==> src/rtl/exception_port_select.sv <==
// Exception port select: redirects flagged packets to the CPU port paired with their source port.
// Optional build macro EXC_DROP_NONIP_EN drops packets whose only exception is non-IP.
module exception_port_select #(
    parameter int unsigned C_AXIS_DATA_WIDTH    = 256,
    parameter int unsigned C_AXIS_TUSER_WIDTH   = 128,
    parameter int unsigned SRC_PORT_POS         = 16,
    parameter int unsigned DST_PORT_POS         = 24,
    parameter int unsigned FLAG_FIFO_DEPTH_BITS = 2
) (
    input  logic                            AXI_ACLK,
    input  logic                            reset,
    input  logic [C_AXIS_DATA_WIDTH-1:0]    S_AXIS_TDATA,
    input  logic [C_AXIS_DATA_WIDTH/8-1:0]  S_AXIS_TSTRB,
    input  logic [C_AXIS_TUSER_WIDTH-1:0]   S_AXIS_TUSER,
    input  logic                            S_AXIS_TVALID,
    output logic                            S_AXIS_TREADY,
    input  logic                            S_AXIS_TLAST,
    input  logic [3:0]                      flags,
    input  logic                            flags_valid,
    output logic [C_AXIS_DATA_WIDTH-1:0]    M_AXIS_TDATA,
    output logic [C_AXIS_DATA_WIDTH/8-1:0]  M_AXIS_TSTRB,
    output logic [C_AXIS_TUSER_WIDTH-1:0]   M_AXIS_TUSER,
    output logic                            M_AXIS_TVALID,
    input  logic                            M_AXIS_TREADY,
    output logic                            M_AXIS_TLAST,
    input  logic                            counter_clear,
    output logic [31:0]                     cpu_pkt_count,
    output logic [31:0]                     drop_count,
    output logic                            flag_overflow
);

    localparam int unsigned STRB_W   = C_AXIS_DATA_WIDTH / 8;
    localparam int unsigned BEAT_W   = C_AXIS_DATA_WIDTH + STRB_W + C_AXIS_TUSER_WIDTH + 1;
    localparam int unsigned DQ_DEPTH = 4;
    localparam int unsigned DQ_PTR_W = 2;
    localparam int unsigned DQ_CNT_W = 3;
    localparam int unsigned FQ_PTR_W = FLAG_FIFO_DEPTH_BITS;
    localparam int unsigned FQ_CNT_W = FLAG_FIFO_DEPTH_BITS + 1;
    localparam int unsigned FQ_DEPTH = 1 << FLAG_FIFO_DEPTH_BITS;

    typedef enum logic [1:0] {HDR, PASS, DROP} state_t;

    state_t state, state_next;

    // Data FIFO (fall-through): beat = {tdata, tstrb, tuser, tlast}
    logic [BEAT_W-1:0]   dq_mem [DQ_DEPTH];
    logic [DQ_PTR_W-1:0] dq_wr, dq_rd;
    logic [DQ_CNT_W-1:0] dq_count, dq_count_next;
    logic                dq_push, dq_pop, dq_empty;
    logic [BEAT_W-1:0]   head;

    logic [3:0]          fq_mem [FQ_DEPTH];
    logic [FQ_PTR_W-1:0] fq_wr, fq_rd;
    logic [FQ_CNT_W-1:0] fq_count;
    logic                fq_push, fq_pop, fq_empty, fq_full;
    logic [3:0]          fq_head;

    logic                          s_ready;
    logic [C_AXIS_DATA_WIDTH-1:0]  head_data;
    logic [STRB_W-1:0]             head_strb;
    logic [C_AXIS_TUSER_WIDTH-1:0] head_user, user_rw, out_user;
    logic                          head_last;
    logic [7:0]                    src;
    logic                          cpu_src, redirect, nonip_drop, drop_pkt;
    logic                          m_valid, inc_cpu, inc_drop;

    assign dq_push       = S_AXIS_TVALID & s_ready;
    assign dq_empty      = (dq_count == '0);
    assign dq_count_next = dq_count + DQ_CNT_W'(dq_push) - DQ_CNT_W'(dq_pop);
    assign head          = dq_mem[dq_rd];
    assign S_AXIS_TREADY = s_ready;

    always_ff @(posedge AXI_ACLK) begin
        if (dq_push) dq_mem[dq_wr] <= {S_AXIS_TDATA, S_AXIS_TSTRB, S_AXIS_TUSER, S_AXIS_TLAST};
    end

    // Ready is registered from the next occupancy so it equals !nearly_full every cycle
    always_ff @(posedge AXI_ACLK) begin
        if (reset) begin
            dq_wr    <= '0;
            dq_rd    <= '0;
            dq_count <= '0;
            s_ready  <= 1'b0;
        end else begin
            if (dq_push) dq_wr <= dq_wr + DQ_PTR_W'(1);
            if (dq_pop)  dq_rd <= dq_rd + DQ_PTR_W'(1);
            dq_count <= dq_count_next;
            s_ready  <= (dq_count_next < DQ_CNT_W'(DQ_DEPTH - 1));
        end
    end

    assign fq_full  = (fq_count == FQ_CNT_W'(FQ_DEPTH));
    assign fq_empty = (fq_count == '0);
    assign fq_push  = flags_valid & ~fq_full;
    assign fq_head  = fq_mem[fq_rd];

    always_ff @(posedge AXI_ACLK) begin
        if (fq_push) fq_mem[fq_wr] <= flags;
    end

    always_ff @(posedge AXI_ACLK) begin
        if (reset) begin
            fq_wr         <= '0;
            fq_rd         <= '0;
            fq_count      <= '0;
            flag_overflow <= 1'b0;
        end else begin
            if (fq_push) fq_wr <= fq_wr + FQ_PTR_W'(1);
            if (fq_pop)  fq_rd <= fq_rd + FQ_PTR_W'(1);
            fq_count <= fq_count + FQ_CNT_W'(fq_push) - FQ_CNT_W'(fq_pop);
            if (flags_valid && fq_full) flag_overflow <= 1'b1;
        end
    end

    assign head_last = head[0];
    assign head_user = head[1 +: C_AXIS_TUSER_WIDTH];
    assign head_strb = head[1 + C_AXIS_TUSER_WIDTH +: STRB_W];
    assign head_data = head[1 + C_AXIS_TUSER_WIDTH + STRB_W +: C_AXIS_DATA_WIDTH];

    assign src      = head_user[SRC_PORT_POS +: 8];
    assign cpu_src  = |(src & 8'hAA);
    assign redirect = |fq_head;
`ifdef EXC_DROP_NONIP_EN
    assign nonip_drop = (fq_head == 4'b0100);
`else
    assign nonip_drop = 1'b0;
`endif
    assign drop_pkt = nonip_drop | (redirect & cpu_src);

    // MAC port k (bit 2k) maps to CPU port bit 2k+1
    always_comb begin
        user_rw = head_user;
        user_rw[DST_PORT_POS +: 8] = cpu_src ? 8'h00 : {src[6:0], 1'b0};
    end

    always_ff @(posedge AXI_ACLK) begin
        if (reset) state <= HDR;
        else       state <= state_next;
    end

    always_comb begin
        state_next = state;
        dq_pop     = 1'b0;
        fq_pop     = 1'b0;
        m_valid    = 1'b0;
        out_user   = head_user;
        inc_cpu    = 1'b0;
        inc_drop   = 1'b0;
        case (state)
            HDR: begin
                if (!dq_empty && !fq_empty) begin
                    if (drop_pkt) begin
                        // Dropped header is discarded without presenting it downstream
                        dq_pop   = 1'b1;
                        fq_pop   = 1'b1;
                        inc_drop = 1'b1;
                        if (!head_last) state_next = DROP;
                    end else begin
                        m_valid = 1'b1;
                        if (redirect) out_user = user_rw;
                        if (M_AXIS_TREADY) begin
                            dq_pop  = 1'b1;
                            fq_pop  = 1'b1;
                            inc_cpu = redirect;
                            if (!head_last) state_next = PASS;
                        end
                    end
                end
            end
            PASS: begin
                m_valid = !dq_empty;
                if (!dq_empty && M_AXIS_TREADY) begin
                    dq_pop = 1'b1;
                    if (head_last) state_next = HDR;
                end
            end
            DROP: begin
                if (!dq_empty) begin
                    dq_pop = 1'b1;
                    if (head_last) state_next = HDR;
                end
            end
            default: state_next = HDR;
        endcase
    end

    assign M_AXIS_TDATA  = head_data;
    assign M_AXIS_TSTRB  = head_strb;
    assign M_AXIS_TUSER  = out_user;
    assign M_AXIS_TLAST  = head_last;
    assign M_AXIS_TVALID = m_valid;

    // Clear wins over a same-cycle increment
    always_ff @(posedge AXI_ACLK) begin
        if (reset || counter_clear) begin
            cpu_pkt_count <= '0;
            drop_count    <= '0;
        end else begin
            if (inc_cpu)  cpu_pkt_count <= cpu_pkt_count + 32'd1;
            if (inc_drop) drop_count    <= drop_count + 32'd1;
        end
    end

endmodule

==> config.mk <==
export PLATFORM = sky130hd
export DESIGN_NAME = exception_port_select
export DESIGN_NICKNAME = d
export VERILOG_FILES = /design/src/rtl/exception_port_select.sv
export SDC_FILE = /design/constraint.sdc
export NUM_CORES = 1
export LEC_CHECK = 0
export ABC_AREA = 1
export BUFFER_PORTS_ARGS = -buffer_cell sky130_fd_sc_hd__buf_2
export CELL_PAD_IN_SITES_DETAIL_PLACEMENT = 0
export CELL_PAD_IN_SITES_GLOBAL_PLACEMENT = 2
export CORE_UTILIZATION = 24
export DETAILED_ROUTE_END_ITERATION = 16
export PLACE_DENSITY = 0.61
export SETUP_SLACK_MARGIN = 0.5
export SLEW_MARGIN = 20
export SYNTH_ARGS = -nofsm -noshare
export SYNTH_HDL_FRONTEND = slang
export SYNTH_SLANG_ARGS = --single-unit
==> constraint.sdc <==
create_clock -name AXI_ACLK -period 25.2 [get_ports AXI_ACLK]
set_input_delay 0 -clock AXI_ACLK [delete_from_list [all_inputs] [get_ports AXI_ACLK]]
set_output_delay 0 -clock AXI_ACLK [all_outputs]
set_load 0.02 [all_outputs]
==> flow_summary.ini <==
[status]
status = finished clean

[setup_path]
crit_end = M_AXIS_TDATA[40]
arrival_ns = 5.64
worstRegToRegCells = 7
rr_startpoint = S_AXIS_TREADY$_SDFF_PP0_
crit_required_ns = 25.20
crit_path_end_kind = output port
path_max_fanout = 188
path_class = flop to output port
cp-start-kind = flop
r2r_end = dq_mem[0][138]$_DFFE_PP_
r2r_slack_ns = 20.08

[cts]
cts.path.max_buffers = 4
postCtsSetupBuffers = 0
numCtsBuffers = 202
ctsHoldBuffers = 846
cts_resized = 0
root_buffer = clkbuf_16
cts_tree = yes
insertion_delay_ns = 0.87
path_clk_slew_ns = 0.06
htreeDepth = 4
cts_sinks = 1770

[job]
max_cap_violations = 0

[grt]
grtUsageTotal_pct = 14.2
grt_pass1_wl_mm = 303
gr-total-overflow = 0
antenna_found_initial = 52
grt_pass1_vias = 44900
grt_max_degree = 227

[floorplan]
core-area_um2 = 276000
dieArea_um2 = 280000
row_count = 193
die_x_um = 529
io_pins = 911
dieHeight_um = 529
start_util_pct = 24.1

[synth]
syn-num-nets = 5270
synth.avg_cell_area_um2 = 13.8
ys_seq_area_share_pct = 78.4
synth_cell_type_count = 39
netlist_instances = 4823
synth_top_area_share_pct = 75.8
syn_area_um2 = 66700
synth_largest_area_cell = edfxtp_1
ys_ff_latch = 1770
netlist_top_cells_area = edfxtp_1 (76%), o21ai_0 (6.3%), nor2_1 (5.1%)
yosysWarnings = 0

[place]
portBuffers = 910
place_ws_ns = 19.89
dp.final_hpwl_mm = 125
gp_congestion = 0.785

[drt]
num_vias = 45500
wl_per_cell_um = 19.9
drtPass1Iterations = 5
drt_iter0_drc = 2773
drt-total-wl_mm = 207
drc = 0
via_per_inst = 4.37
antenna_left = 0

[sta]
finalHoldViolCount = 0
fin_crit_sh_pct = 22.4
setup_viol = 0
worst_slew_pin_slew_ns = 1.14
drv_slew = 0
skew_ns = 0.0607
rsz0062_at_grt = no
fmax_ghz = 0.177
period_needed_ns = 5.64
setup-tns-final_ns = 0
timing.final.ws_setup_ns = 19.56
slew_headroom_pct = 24.0

[power]
power_density_nw_per_um2 = 94.7
power.leakage_nw = 31.2
ir_drop_uv = 64.8

[finish]
area_growth_pct = 35.3
layout.nets = 6988
layout_common_cells = edfxtp_1 (1684), buf_2 (910), nor2_1 (906), dlygate4sd3_1 (846), o21ai_0 (843)
mostFrequentLayoutCell = edfxtp_1
drive_gt1_share_pct = 18.8

[worst_hold_path]
worstHoldPathType = primary input to flop
[cells by family (layout without fill, tap and decap cells)]
group                      Yosys count  count (layout)  share of synthesized area [%]
DFF                               1770            1770                           78.4
other                                0              29                              0
buffers and inverters              394            2267                           2.40
adders and majority gates           20              20                          0.398
AOI/OAI and AO/OA                 1335            1335                           10.8
and+or+nand+nor                   1259            1259                           7.41
xor gates and xnor gates            45              45                          0.591
[through the flow]
stage	power (mW)	hold slack, ns	instances	util (%)	instance area (µm²)
finish	8.55	0.0517	10400	32.6	90300
global placement	5.65	0.211	9195	27.2	75300
detailed placement	5.65	0.216	9195	27.2	75300
CTS	8.68	0.00156	10400	32.6	90200
floorplan	4.82	0.0989	4823	-	66700
global route	8.94	0.0176	10400	32.6	90300
[state kept, by name, indices dropped and copies added, names as in the netlist, 3 cells and up, named ones only]
name           flops
drop_count        32
cpu_pkt_count     32
dq_count           3
dq_mem          1668
fq_mem            16
fq_count           3
[synthesized netlist by cell type]
cell type	n
inv_1	94
xor2_1	30
o21ai_0	843
o22ai_1	408
o21bai_1	1
nand3_1	39
nor3_2	3
clkbuf_1	223
nor2_1	911
a21oi_1	71
buf_4	3
fa_1	2
nor4_1	1
ha_1	18
and2_1	1
a21oi_2	1
o21ai_1	3
edfxtp_1	1684
and3_1	3
nand4_1	12
dfxtp_1	86
a31oi_1	2
nor3b_1	3
nand3b_1	6
buf_1	6
o21ai_2	1
xnor2_1	15
nor2_2	2
o221ai_1	4
buf_6	5
clkinv_2	1
nand3_2	1
nand2_2	2
inv_2	2
buf_2	60
or2_0	1
a21boi_0	1
nor3_1	42
nand2_1	232
[critical path, cell delays in order (launching register included)]
cell and delay, ns:
dfxtp_4 0.86, buf_4 0.72, buf_4 0.64, buf_4 0.83
buf_12 0.55, o21ai_0 0.23, o22ai_1 0.25, buf_2 0.21
[layer usage]
layer / routed length [µm] / GRT usage (%)
met5: 223 / 0
met4: 5140 / 4.00
met3: 16600 / 4.72
met2: 95800 / 23.0
met1: 89600 / 18.1
[final cells by class]
type / instances / area (µm²)
diodes: 29 / 72.6
clock buffers: 246 / 5240
clock inverters: 113 / 1210
fillers: 27600 / 186000
inverters: 97 / 380
multi-input cells: 2659 / 12900
flip-flops and latches: 1770 / 52300
well taps: 3705 / 4640
repair buffers: 1811 / 13600
[worst min-delay path by stage]
stage                                 start                  endpoint  slack (ns)  depth (start not counted)
final                     S_AXIS_TUSER[116]  dq_mem[1][117]$_DFFE_PP_        0.05                          2
after global placement    S_AXIS_TDATA[138]  dq_mem[3][299]$_DFFE_PP_        0.21                          1
after global routing        S_AXIS_TSTRB[6]  dq_mem[3][135]$_DFFE_PP_        0.02                          2
after CTS                 S_AXIS_TUSER[116]  dq_mem[1][117]$_DFFE_PP_       0.002                          2
after detailed placement  S_AXIS_TDATA[120]  dq_mem[0][281]$_DFFE_PP_        0.22                          1
after floorplan                S_AXIS_TLAST    dq_mem[0][0]$_DFFE_PP_         0.1                          0
[where the power goes]
part / switching, mW / leakage (nW) / internal (mW)
clock: 1.19 / 3.14 / 1.69
sequential: 0.0545 / 15.9 / 3.39
combinational: 1.60 / 12.2 / 0.617
Power figures use the tool's default switching activity.
